===== config.mk =====
export PLATFORM = sky130hd
export DESIGN_NAME = syst_ws_ctrl
export DESIGN_NICKNAME = d
export VERILOG_FILES = /design/src/rtl/syst_ws_ctrl.sv
export SDC_FILE = /design/constraint.sdc
export NUM_CORES = 1
export LEC_CHECK = 0
export BUFFER_PORTS_ARGS = -buffer_cell sky130_fd_sc_hd__buf_2
export CORE_MARGIN = 3
export CORE_UTILIZATION = 40
export DETAILED_ROUTE_END_ITERATION = 10
export PLACE_DENSITY = 0.68
export SYNTH_ARGS = -nofsm -noshare
export SYNTH_HDL_FRONTEND = slang
export SYNTH_SLANG_ARGS = --single-unit

===== constraint.sdc =====
create_clock -name clk_i -period 7.45 [get_ports clk_i]
set_clock_uncertainty 0.15 [all_clocks]
set_input_delay 1.49 -clock clk_i [delete_from_list [all_inputs] [get_ports clk_i]]
set_output_delay 1.49 -clock clk_i [all_outputs]
set_load 0.01 [all_outputs]

===== src/rtl/syst_ws_ctrl.sv =====
// Sequencer for the 3-in/2-out weight-stationary systolic array: skews input vectors
// into the array, tags them through its latency, realigns y1/y2 and buffers results.
module syst_ws_ctrl #(
  parameter int DATA_W     = 8,
  parameter int ACC_W      = 19,
  parameter int Y1_LAT     = 3,
  parameter int Y2_LAT     = 4,
  parameter int FIFO_DEPTH = 4,
  parameter int INIT_CYC   = 2
) (
  input  logic              clk_i,
  input  logic              rst_ni,
  input  logic              flush_i,
  input  logic              s_valid_i,
  output logic              s_ready_o,
  input  logic [DATA_W-1:0] s_x1_i,
  input  logic [DATA_W-1:0] s_x2_i,
  input  logic [DATA_W-1:0] s_x3_i,
  output logic              arr_rst_o,
  output logic [DATA_W-1:0] arr_x1_o,
  output logic [DATA_W-1:0] arr_x2_o,
  output logic [DATA_W-1:0] arr_x3_o,
  input  logic [ACC_W-1:0]  arr_y1_i,
  input  logic [ACC_W-1:0]  arr_y2_i,
  output logic              m_valid_o,
  input  logic              m_ready_i,
  output logic [ACC_W-1:0]  m_y1_o,
  output logic [ACC_W-1:0]  m_y2_o,
  output logic              busy_o
);

  localparam int DLY_LAT = Y2_LAT - Y1_LAT;
  localparam int AW      = $clog2(FIFO_DEPTH);
  localparam int CW      = $clog2(FIFO_DEPTH + 1);
  localparam int IW      = (INIT_CYC > 1) ? $clog2(INIT_CYC) : 1;

  if (Y2_LAT < Y1_LAT) begin : g_bad_lat_order
    $error("syst_ws_ctrl: Y2_LAT must be >= Y1_LAT");
  end
  if (Y1_LAT < 1) begin : g_bad_lat_min
    $error("syst_ws_ctrl: Y1_LAT must be >= 1");
  end
  if (FIFO_DEPTH < 2 || (FIFO_DEPTH & (FIFO_DEPTH - 1)) != 0) begin : g_bad_depth
    $error("syst_ws_ctrl: FIFO_DEPTH must be a power of 2 and >= 2");
  end
  if (INIT_CYC < 1) begin : g_bad_init
    $error("syst_ws_ctrl: INIT_CYC must be >= 1");
  end

  typedef enum logic [1:0] {
    ST_INIT,
    ST_IDLE,
    ST_RUN,
    ST_DRAIN
  } state_e;

  typedef struct packed {
    logic [ACC_W-1:0] y1;
    logic [ACC_W-1:0] y2;
  } res_t;

  state_e           state_q, state_d;
  logic [IW-1:0]    init_cnt_q, init_cnt_d;

  logic [DATA_W-1:0] x1_q;
  logic [DATA_W-1:0] x2_sk_q [2];
  logic [DATA_W-1:0] x3_sk_q [3];

  logic [Y2_LAT:0]  tag_q;
  logic [CW-1:0]    inflight_q;
  logic [ACC_W-1:0] y1_aligned;

  res_t             fifo_mem_q [FIFO_DEPTH];
  logic [AW-1:0]    wr_ptr_q, rd_ptr_q;
  logic [CW-1:0]    cnt_q;

  logic             accept, push, pop;
  logic [CW:0]      credits_used;
  res_t             head;

  // Each accepted vector holds a credit from acceptance until its result is popped,
  // so one vector per cycle is only sustained when FIFO_DEPTH >= Y2_LAT + 3.
  assign credits_used = {1'b0, inflight_q} + {1'b0, cnt_q};
  assign s_ready_o    = (state_q != ST_INIT) && !flush_i
                        && (credits_used < (CW+1)'(FIFO_DEPTH));
  assign accept       = s_valid_i && s_ready_o;
  assign push         = tag_q[Y2_LAT];
  assign pop          = m_valid_o && m_ready_i;

  assign arr_rst_o = !rst_ni || (state_q == ST_INIT);
  assign arr_x1_o  = x1_q;
  assign arr_x2_o  = x2_sk_q[1];
  assign arr_x3_o  = x3_sk_q[2];

  assign head      = fifo_mem_q[rd_ptr_q];
  assign m_valid_o = (cnt_q != '0);
  assign m_y1_o    = m_valid_o ? head.y1 : '0;
  assign m_y2_o    = m_valid_o ? head.y2 : '0;
  assign busy_o    = (state_q != ST_IDLE) || (inflight_q != '0) || (cnt_q != '0);

  // NOTE: sequential state uses non-blocking assignments only, so every flop samples
  // pre-edge values regardless of process evaluation order.
  always_ff @(posedge clk_i or negedge rst_ni) begin
    if (!rst_ni) begin
      state_q    <= ST_INIT;
      init_cnt_q <= '0;
    end else begin
      state_q    <= state_d;
      init_cnt_q <= init_cnt_d;
    end
  end

  // NOTE: every output of this block gets a default first, so no path infers a latch.
  always_comb begin
    state_d    = state_q;
    init_cnt_d = init_cnt_q;
    unique case (state_q)
      ST_INIT: begin
        if (init_cnt_q == IW'(INIT_CYC - 1)) begin
          state_d    = ST_IDLE;
          init_cnt_d = '0;
        end else begin
          init_cnt_d = init_cnt_q + IW'(1);
        end
      end
      ST_IDLE: begin
        if (accept) state_d = ST_RUN;
      end
      ST_RUN: begin
        if (!accept) state_d = (inflight_q != '0) ? ST_DRAIN : ST_IDLE;
      end
      ST_DRAIN: begin
        if (accept)                  state_d = ST_RUN;
        else if (inflight_q == '0)   state_d = ST_IDLE;
      end
      default: state_d = ST_INIT;
    endcase
    if (flush_i) begin
      state_d    = ST_INIT;
      init_cnt_d = '0;
    end
  end

  // Skew lanes: unscheduled slots carry zero so the array's partial sums stay clean.
  always_ff @(posedge clk_i or negedge rst_ni) begin
    if (!rst_ni) begin
      x1_q    <= '0;
      x2_sk_q <= '{default: '0};
      x3_sk_q <= '{default: '0};
    end else if (flush_i) begin
      x1_q    <= '0;
      x2_sk_q <= '{default: '0};
      x3_sk_q <= '{default: '0};
    end else begin
      x1_q       <= accept ? s_x1_i : '0;
      x2_sk_q[0] <= accept ? s_x2_i : '0;
      x2_sk_q[1] <= x2_sk_q[0];
      x3_sk_q[0] <= accept ? s_x3_i : '0;
      x3_sk_q[1] <= x3_sk_q[0];
      x3_sk_q[2] <= x3_sk_q[1];
    end
  end

  // tag_q[k] marks the vector whose x1 was on arr_x1_o k cycles ago.
  always_ff @(posedge clk_i or negedge rst_ni) begin
    if (!rst_ni) begin
      tag_q      <= '0;
      inflight_q <= '0;
    end else if (flush_i) begin
      tag_q      <= '0;
      inflight_q <= '0;
    end else begin
      tag_q      <= {tag_q[Y2_LAT-1:0], accept};
      inflight_q <= inflight_q + CW'(accept) - CW'(push);
    end
  end

  if (DLY_LAT == 0) begin : g_y1_direct
    assign y1_aligned = arr_y1_i;
  end else begin : g_y1_delay
    logic [ACC_W-1:0] y1_dl_q [DLY_LAT];

    always_ff @(posedge clk_i or negedge rst_ni) begin
      if (!rst_ni) begin
        y1_dl_q <= '{default: '0};
      end else if (flush_i) begin
        y1_dl_q <= '{default: '0};
      end else begin
        y1_dl_q[0] <= tag_q[Y1_LAT] ? arr_y1_i : '0;
        for (int i = 1; i < DLY_LAT; i++) y1_dl_q[i] <= y1_dl_q[i-1];
      end
    end

    assign y1_aligned = y1_dl_q[DLY_LAT-1];
  end

  // NOTE: the result storage has no reset; occupancy is tracked by the pointers and
  // count, and the outputs are gated to zero while the buffer is empty.
  always_ff @(posedge clk_i) begin
    if (push) fifo_mem_q[wr_ptr_q] <= '{y1: y1_aligned, y2: arr_y2_i};
  end

  always_ff @(posedge clk_i or negedge rst_ni) begin
    if (!rst_ni) begin
      wr_ptr_q <= '0;
      rd_ptr_q <= '0;
      cnt_q    <= '0;
    end else if (flush_i) begin
      wr_ptr_q <= '0;
      rd_ptr_q <= '0;
      cnt_q    <= '0;
    end else begin
      if (push) wr_ptr_q <= wr_ptr_q + AW'(1);
      if (pop)  rd_ptr_q <= rd_ptr_q + AW'(1);
      cnt_q <= cnt_q + CW'(push) - CW'(pop);
    end
  end

endmodule


======== After elaboration in Yosys (flattened, before gate mapping) ========
Memories as Yosys holds them, arrays and structs flattened.
Index checks and enable logic that the tools add are counted.
word-level totals
  bits in registers ....................... 85
  bits in writable memories ............... 152
  input bits .............................. 67
  output and inout port bits .............. 66
  word-level logic and storage cells ...... 80
  memories ................................ 1
memory list
  name        words  bits a word  rd ports  clocked after memory_dff  write ports  RTL line  text
  fifo_mem_q  4      38           1         0                         1            73        res_t fifo_mem_q [FIFO_DEPTH];
cells by class
  $add $sub $neg .......................... 8
  magnitude comparators ................... 1
  equality and inequality tests ........... 8
  multiplexer cells ....................... 30
  reductions and logical operators ........ 18
operators by type and width
  operator               count
  $mux W19               4
  $mux W8                4
  $mux W24               1
  $mux W2                11
  $mux W16               1
  $ne A3 B3 Y1 const B   3
  $pmux W2 S4            1
  $reduce_bool A2 Y1     4
  $add A3 B1 Y3          2
  $mux W3                2
  $reduce_bool A3 Y1     2
  $sub A3 B1 Y3          2
  $mux W1                5
  $mux W5                1
  $add A2 B1 Y2 const B  2
  $add A3 B3 Y4          1
  $eq A2 B2 Y1 const B   2
  $logic_and A1 B1 Y1    4
  $lt A4 B3 Y1 const B   1
  $ne A4 B4 Y1 const B   1
  $reduce_and A4 Y1      1
  $logic_not A3 Y1       1
  $logic_or A1 B1 Y1     3
  $eq A2 B1 Y1 const B   1
  4 further kinds        5

======== Depth between registers and ports, before layout ========
Gate-level depths: netlist of the first run.
  word-level depth ........................ 7
  gate-level depth with buffers ........... 12
  mapped depth without buffers ............ 11

======== Worst setup path after synthesis of the first run ========
Ideal clock, no wire load.
  path kind ............................... input to output
  start ................................... input flush_i
  end ..................................... output s_ready_o
  arrival time ............................ 1994 ps
  data required time ...................... 5810 ps
  setup slack ............................. 3816 ps
  cell stages on the path ................. 2
  path buffers ............................ 0
  cells stage by stage .................... nor4_4 o211a_1
between the ends
  cells in the longest elaborated chain, start to end .. 3
RTL lines
  element              RTL line  text
  start, declared      13        input logic flush_i,
  $logic_not A1 Y1     84        assign s_ready_o = (state_q != ST_INIT) && !flush_i
  $logic_and A1 B1 Y1  84
  $logic_and A1 B1 Y1  85        && (credits_used < (CW+1)'(FIFO_DEPTH));
  end, declared        15        output logic s_ready_o,
Every way passes these cells.

======== Worst setup path after layout of the first run ========
  start ................................... register rd_ptr_q[0]
  end ..................................... output m_y1_o[5]
between the ends
  cells in the longest elaborated chain, start to end .. 2
RTL lines
  element                 RTL line  text
  start, declared         74        logic [AW-1:0] wr_ptr_q, rd_ptr_q;
  start signal, assigned  214       if (pop) rd_ptr_q <= rd_ptr_q + AW'(1);
  $mem_v2 Z4 W38          --
  $mux W19                97        assign m_y1_o = m_valid_o ? head.y1 : '0;
  end, declared           27        output logic [ACC_W-1:0] m_y1_o,
Every way passes these cells.

==> impl_metrics.py, run 1 <==
metrics = {
    "logic_synthesis": {
        "synthCells": 482,
        "avgSynthCellArea_um2": 18.6,
        "synth_top_area_share_pct": 51.0,
        "synth_cell_types": 32,
        "ys_warn_count": 0,
        "syn_area_um2": 8950,
        "yosysTopAreaCell": "edfxtp_1",
        "ys_ff_latch": 237,
        "synth_area_leaders": "edfxtp_1 51%, dfrtp_1 24%, mux4_2 9.6%",
        "synth_nets": 561,
        "seq_area_frac_synth_pct": 74.7,
    },
    "power_and_ir_drop": {
        "clkPwrFrac_pct": 36.9,
        "combinationalPowerShare_pct": 19.4,
        "p_sw_w": 0.000878,
        "power_w": 0.00336,
        "switching_share_pct": 26.1,
        "p_leak_nw": 4.11,
        "peakVddDrop_uv": 155,
        "p_int_w": 0.00248,
        "power_density_nw_per_um2": 317,
        "sequentialPowerShare_pct": 43.8,
    },
    "critical_path": {
        "reg2reg_from": "cnt_q[2]",
        "crit_chain": "buf_4 > mux4_2 > nor2b_1 > buf_2",
        "cp-end-kind": "output pin",
        "r2r-end": "inflight_q[2]",
        "critPathLaunch": "rd_ptr_q[0]",
        "crit_fanout": 30,
        "crit_buf_inv": 2,
        "crit_slowest_cell": "dfrtp_2",
        "reg2reg_depth": 11,
        "max_stage_delay_ns": 0.59,
        "reg2reg_slack_ns": 4.54,
        "crit_type": "flop to output pin",
        "cp.arrival_ns": 2.61,
        "crit_end": "m_y1_o[5]",
        "critPathRequiredTime_ns": 5.81,
        "critical_path.top_delay_family": "buffers and inverters",
        "cp-start-kind": "flop",
        "cp.depth": 4,
    },
    "global_routing": {
        "grt_pass1_wl_mm": 25.8,
        "grt_start_max_net_pins": 62,
        "grt_usage_pct": 13.5,
        "antenna_found_initial": 2,
        "gr-total-overflow": 0,
        "grt_pass1_vias": 4880,
    },
    "sta": {
        "slew_headroom_pct": 26.9,
        "post-route-period-util_pct": 57.1,
        "tightestPinTransition_ns": 1.10,
        "hold_viol": 0,
        "rsz0062_at_grt": "false",
        "final.setup.tns_ns": 0,
        "hold_slack_ns": 0.308,
        "maxSlewViolCount": 0,
        "fmax_mhz": 235,
        "fin_crit_ns": 4.25,
        "finalSetupViolations": 0,
    },
    "run_status": {
        "status": "finished, final reports clean",
    },
    "floorplan": {
        "core_area_um2": 21900,
        "initial_utilization_pct": 40.9,
        "fp.dieH_um": 156,
        "io_pins": 133,
        "die_w_um": 156,
        "dieArea_um2": 24200,
        "num_rows": 54,
    },
    "clock_tree": {
        "cts_setup_buffers": 0,
        "clkTransAtPathRegs_ns": 0.06,
        "ctsHoldBuffers": 0,
        "cts-resized-gates": 0,
        "clk_latency_ns": 0.51,
        "cts.htree.levels": 1,
        "cts_tree": "yes",
        "cts_root_buf": "clkbuf_16",
        "clkSinkCount": 237,
        "cts_max_path_buffers": 3,
        "cts_buffers": 25,
    },
    "detailed_routing": {
        "wl_per_cell_um": 18.0,
        "drc": 0,
        "vias_per_cell": 4.82,
        "drt_pass1_iterations": 4,
        "drt_iter0_markers": 230,
        "vias": 4363,
        "ant_nets": 0,
        "drt_wl_total_mm": 16.3,
    },
    "finish": {
        "final_cell_area_um2": 10600,
        "drive_gt1_share_pct": 35.8,
        "stdcell_count": 906,
        "final_net_count": 686,
        "area_growth_pct": 18.5,
        "diodes": 0,
        "layout_commonest_cell": "edfxtp_1",
        "fillers": 1847,
        "final_cell_mix": "152 x edfxtp_1, 131 x buf_2, 83 x dfrtp_1, 67 x nor2b_1, 43 x and2_1",
    },
    "hold_path": {
        "hold_path.class": "flop to flop",
    },
    "placement": {
        "dpl-instance-area_um2": 9760,
        "dp_cells": 860,
        "port_buffers": 132,
        "gp_congestion": 0.765,
        "dpl.hpwl_mm": 9.60,
    },
    "run": {
        "drv_cap": 0,
    },
}
## state kept, by name, indices dropped and copies added (netlist names)
| signal | cells |
|---|---|
| cnt_q | 3 |
| arr_x3_o | 8 |
| inflight_q | 3 |
| state_q | 2 |
| arr_x2_o | 8 |
| rd_ptr_q | 2 |
| init_cnt_q | 1 |
| g_y1_delay.y1_dl_q | 19 |
| fifo_mem_q | 152 |
| x3_sk_q | 16 |
| x2_sk_q | 8 |
| tag_q | 5 |
| wr_ptr_q | 2 |
| arr_x1_o | 8 |
## how the worst min path moves through the flow
| stage | from | end | slack [ns] | cells past startpoint |
|---|---|---|---|---|
| 3_5_place_dp | x3_sk_q[17] | x3_sk_q[9] | 0.30 | 1 |
| 6_report | tag_q[0] | tag_q[1] | 0.31 | 1 |
| 3_3_place_gp | x3_sk_q[19] | x3_sk_q[11] | 0.29 | 1 |
| 2_1_floorplan | x2_sk_q[8] | arr_x2_o[0] | 0.29 | 1 |
| 4_1_cts | x3_sk_q[17] | x3_sk_q[9] | 0.31 | 1 |
| 5_1_grt | x3_sk_q[21] | x3_sk_q[13] | 0.33 | 1 |
## cells in the mapped netlist
master,number
or2_1,1
nor2_1,7
o2111a_4,1
nor3_1,1
xor2_1,3
nor3b_1,2
nand4b_1,1
mux2i_1,1
fa_1,2
dfrtp_1,85
inv_2,1
o211a_1,1
nand3_1,1
or3_1,2
clkbuf_1,10
a21oi_1,2
buf_2,2
nand2_1,1
inv_1,9
nor4_4,1
nor2b_1,68
o31ai_1,1
o21ai_0,3
mux4_2,38
buf_6,6
ha_1,10
nor3_2,1
xnor2_1,3
and2_1,47
edfxtp_1,152
buf_4,16
buf_1,3
## worst reg2reg max path, delay by kind of cell, from the launching register on
family	cells	cell delay, ns
adders and majority gates	4	1.13
DFF	1	0.45
AOI/OAI and AO/OA	1	0.41
and+or+nand+nor	2	0.31
xor gates and xnor gates	1	0.17
buffers and inverters	3	0.16
## routing by layer
metal  global-route usage (%)  wire (um)  vias up
li1                         -          -     1979
met1                     17.2       6750     2220
met2                     23.0       8110      127
met3                     3.80       1060       33
met4                     3.38        378        4
met5                        0         34        -
## area by class of cell
| class | count | area (um^2) | area share [%] |
|---|---|---|---|
| well taps | 280 | 350 | 3.30 |
| flip-flops and latches | 237 | 6690 | 63.1 |
| inverters | 10 | 37.5 | 0.354 |
| clock buffers | 36 | 748 | 7.05 |
| repair buffers | 135 | 686 | 6.46 |
| clock inverters | 10 | 104 | 0.979 |
| multi-input cells | 198 | 1990 | 18.8 |
## kinds of logic (layout without fill, tap and decap cells)
| logic type | count (synthesis) | after routing | synth area share, % |
|---|---|---|---|
| and+or+nand+nor | 133 | 133 | 9.31 |
| AOI/OAI and AO/OA | 8 | 8 | 0.699 |
| muxes | 39 | 39 | 9.67 |
| buffers and inverters | 47 | 191 | 3.17 |
| DFF | 237 | 237 | 74.7 |
| xor gates and xnor gates | 6 | 6 | 0.587 |
| adders and majority gates | 12 | 12 | 1.84 |
## stage by stage
stage                     utilization, %  setup WS, ns
after floorplan                        -          3.82
after global placement              44.6          3.27
after detailed placement            44.6          3.24
after CTS                           48.5          3.08
after global routing                48.5          2.96
final                               48.5          3.20
## power by group through the flow
stage                     Clock [W]  Sequential, W  Combinational [W]
after floorplan                   0        0.00146           0.000447
after global placement            0        0.00150           0.000662
after detailed placement          0        0.00150           0.000671
after CTS                   0.00127        0.00147           0.000674
after global routing        0.00132        0.00148           0.000713
final                       0.00124        0.00147           0.000651
Power figures use the tool's default switching activity.
==> run 2, diff against run 1 <==
ABC_AREA = 1   (was default)
PLACE_DENSITY = 0.7   (was 0.68)
clock period = 3.4 ns   (was 7.45 ns; I/O delays follow)
==> run 2 against run 1 <==
  * Count of clock-buffer cells in the layout increased by 4
  * Critical path depth increased by 2
  * Sequential share of layout area decreased by 1.4 points
  * Non-clock buffer count is 6 higher
  * Final cell count up 34%
  * Global-route usage increased by 1.3 points
  * First-iteration DRC count increased by 28%
  * Power grew 120%
  * Largest cell class unchanged
  * Largest power group unchanged
==> impl_metrics.py, run 2 <==
metrics = {
    "logic_synthesis": {
        "ys.flop_type": "edfxtp_1",
        "synth_edf_count": 152,
        "ys_warn_count": 0,
        "ys_top_cells_by_count": "235 x nor2_1, 152 x edfxtp_1, 85 x dfrtp_1, 78 x inv_1, 65 x o21ai_0",
        "syn_area_um2": 9250,
        "synth_top_area_share_pct": 49.3,
        "synth_area_leaders": "edfxtp_1 49%, dfrtp_1 23%, nor2_1 9.5%",
        "synthCells": 796,
        "yosysTopAreaCell": "edfxtp_1",
        "synth_cell_types": 28,
        "avgSynthCellArea_um2": 11.6,
        "synth_nets": 875,
        "async_reset_ff_share_pct": 35.9,
        "seq_area_frac_synth_pct": 72.3,
        "yosysMostFrequentCell": "nor2_1",
        "ys_ff_latch": 237,
    },
    "detailed_routing": {
        "drt_pass1_iterations": 4,
        "ant_nets": 0,
        "drt_wl_total_mm": 18.6,
        "wl_per_cell_um": 15.4,
        "vias_per_cell": 4.74,
        "drc": 0,
        "drt_iter0_markers": 295,
        "vias": 5750,
    },
    "global_routing": {
        "grt_usage_pct": 14.8,
        "grt_pass1_wl_mm": 29.0,
        "grt_start_max_net_pins": 69,
        "gr-total-overflow": 0,
        "antenna_found_initial": 4,
        "grt_pass1_vias": 5669,
    },
    "clock_tree": {
        "cts-resized-gates": 0,
        "ctsHoldBuffers": 0,
        "clk_latency_ns": 0.53,
        "clkTransAtPathRegs_ns": 0.06,
        "cts_tree": "yes",
        "cts.htree.levels": 1,
        "cts_max_path_buffers": 3,
        "cts_buffers": 25,
        "clkSinkCount": 237,
        "cts_root_buf": "clkbuf_16",
        "cts_setup_buffers": 0,
    },
    "critical_path": {
        "crit_slowest_cell": "buf_4",
        "cp-start-kind": "flop",
        "crit_chain": "nor2_1 > nand2_1 > inv_1 > buf_4 > a21oi_1 > buf_2",
        "max_stage_delay_ns": 0.46,
        "cp-end-kind": "output pin",
        "cp.arrival_ns": 2.34,
        "crit_type": "flop to output pin",
        "crit_fanout": 29,
        "critPathRequiredTime_ns": 2.57,
    },
    "sta": {
        "setup_slack_ns": 0.228,
        "final.setup.tns_ns": 0,
        "rsz0062_at_grt": "false",
        "finalSetupViolations": 0,
        "slew_headroom_pct": 33.2,
        "maxSlewViolCount": 0,
        "fmax_mhz": 315,
        "tightestPinTransition_ns": 1.00,
        "fin_crit_ns": 3.17,
        "post-route-period-util_pct": 93.3,
        "hold_viol": 0,
        "hold_slack_ns": 0.0637,
    },
    "finish": {
        "layout_commonest_cell": "nor2_1",
        "area_growth_pct": 17.3,
        "fillers": 2038,
        "drive_gt1_share_pct": 20.9,
        "final_cell_mix": "235 x nor2_1, 152 x edfxtp_1, 131 x buf_2, 83 x dfrtp_1, 73 x inv_1",
        "largest_reg_flops": 152,
        "final-seq-area_um2": 6690,
        "multi_input_area_um2": 1930,
        "top_regs": "fifo_mem_q (152), g_y1_delay.y1_dl_q (19), x3_sk_q (16)",
        "top_register": "fifo_mem_q",
        "final_cell_area_um2": 10900,
        "final_net_count": 987,
    },
    "floorplan": {
        "io_pins": 133,
        "num_rows": 55,
        "initial_utilization_pct": 40.7,
        "core_area_um2": 22700,
        "dieArea_um2": 25000,
        "die_w_um": 158,
        "fp.dieH_um": 158,
    },
    "power_and_ir_drop": {
        "power_density_nw_per_um2": 696,
        "p_leak_nw": 4.64,
        "peakVddDrop_uv": 445,
    },
    "placement": {
        "place_ws_ns": 0.617,
        "gp_congestion": 0.773,
        "port_buffers": 132,
        "dpl-instance-area_um2": 10000,
        "dpl.hpwl_mm": 10.7,
    },
    "hold_path": {
        "hold_path.class": "primary input to async pin",
    },
    "run": {
        "drv_cap": 0,
    },
    "run_status": {
        "status": "finished, final reports clean",
    },
}
run 2: final cells by class:
cell class	count	share of cell area, %
Inverter	79	2.73
Clock buffer	40	7.20
Antenna cell	1	0.0231
Timing Repair Buffer	141	6.85
Multi-Input combinational cell	424	17.8
Tap cell	285	3.29
Sequential cell	237	61.7
Clock inverter	6	0.415
run 2: path summary, 6_finish.rpt:
| path | from | slack, ns | end | cells past startpoint |
|---|---|---|---|---|
| worst max-delay path | cnt_q[1] | 0.23 | m_y1_o[16] | 6 |
| worst min register to register | x3_sk_q[16] | 0.30 | x3_sk_q[8] | 2 |
| max in group asynchronous | rst_ni | 2.05 | x3_sk_q[15] | 3 |
| min in group clk_i | arr_y1_i[6] | 0.21 | g_y1_delay.y1_dl_q[6] | 3 |
| worst min-delay path | rst_ni | 0.06 | tag_q[4] | 2 |
| worst max register to register | inflight_q[2] | 0.65 | inflight_q[2] | 12 |
run 2: kinds of logic after synthesis:
logic type,count (synthesis),share of synthesized area [%]
AO/OA/AOI/OAI,127,6.90
adder cells (fa/ha/maj),12,1.79
buffers and inverters,135,6.76
AND/OR/NAND/NOR,282,11.9
XOR/XNOR,3,0.284
flip-flops,237,72.3
run 2: metal layers:
layer | routed length [um] | GRT usage [%] | up-vias
li1 | - | - | 2817
met1 | 7770 | 18.4 | 2724
met2 | 9120 | 25.4 | 161
met3 | 1210 | 4.13 | 42
met4 | 509 | 4.55 | 6
met5 | 34 | 0 | -
run 2: critical path, delay by kind of cell, from the launching register on:
kind / cells / cell delay [ns]
buffers and inverters: 3 / 1.01
and+or+nand+nor: 2 / 0.25
DFF: 1 / 0.44
AOI/OAI and AO/OA: 1 / 0.13
run 2: report_power, final:
part	switching [W]	total, W	internal (W)
clock	0.00107	0.00265	0.00158
combinational	0.00112	0.00167	0.000559
sequential	0.0000792	0.00323	0.00316
total	0.00226	0.00756	0.00529
run 2: per-stage QoR:
step | util (%) | power [W] | std cells
2_1_floorplan | - | 0.00434 | 796
3_3_place_gp | 44.1 | 0.00496 | 1166
3_5_place_dp | 44.1 | 0.00499 | 1166
4_1_cts | 47.8 | 0.00764 | 1212
5_1_grt | 47.8 | 0.00795 | 1213
6_report | 47.8 | 0.00756 | 1213
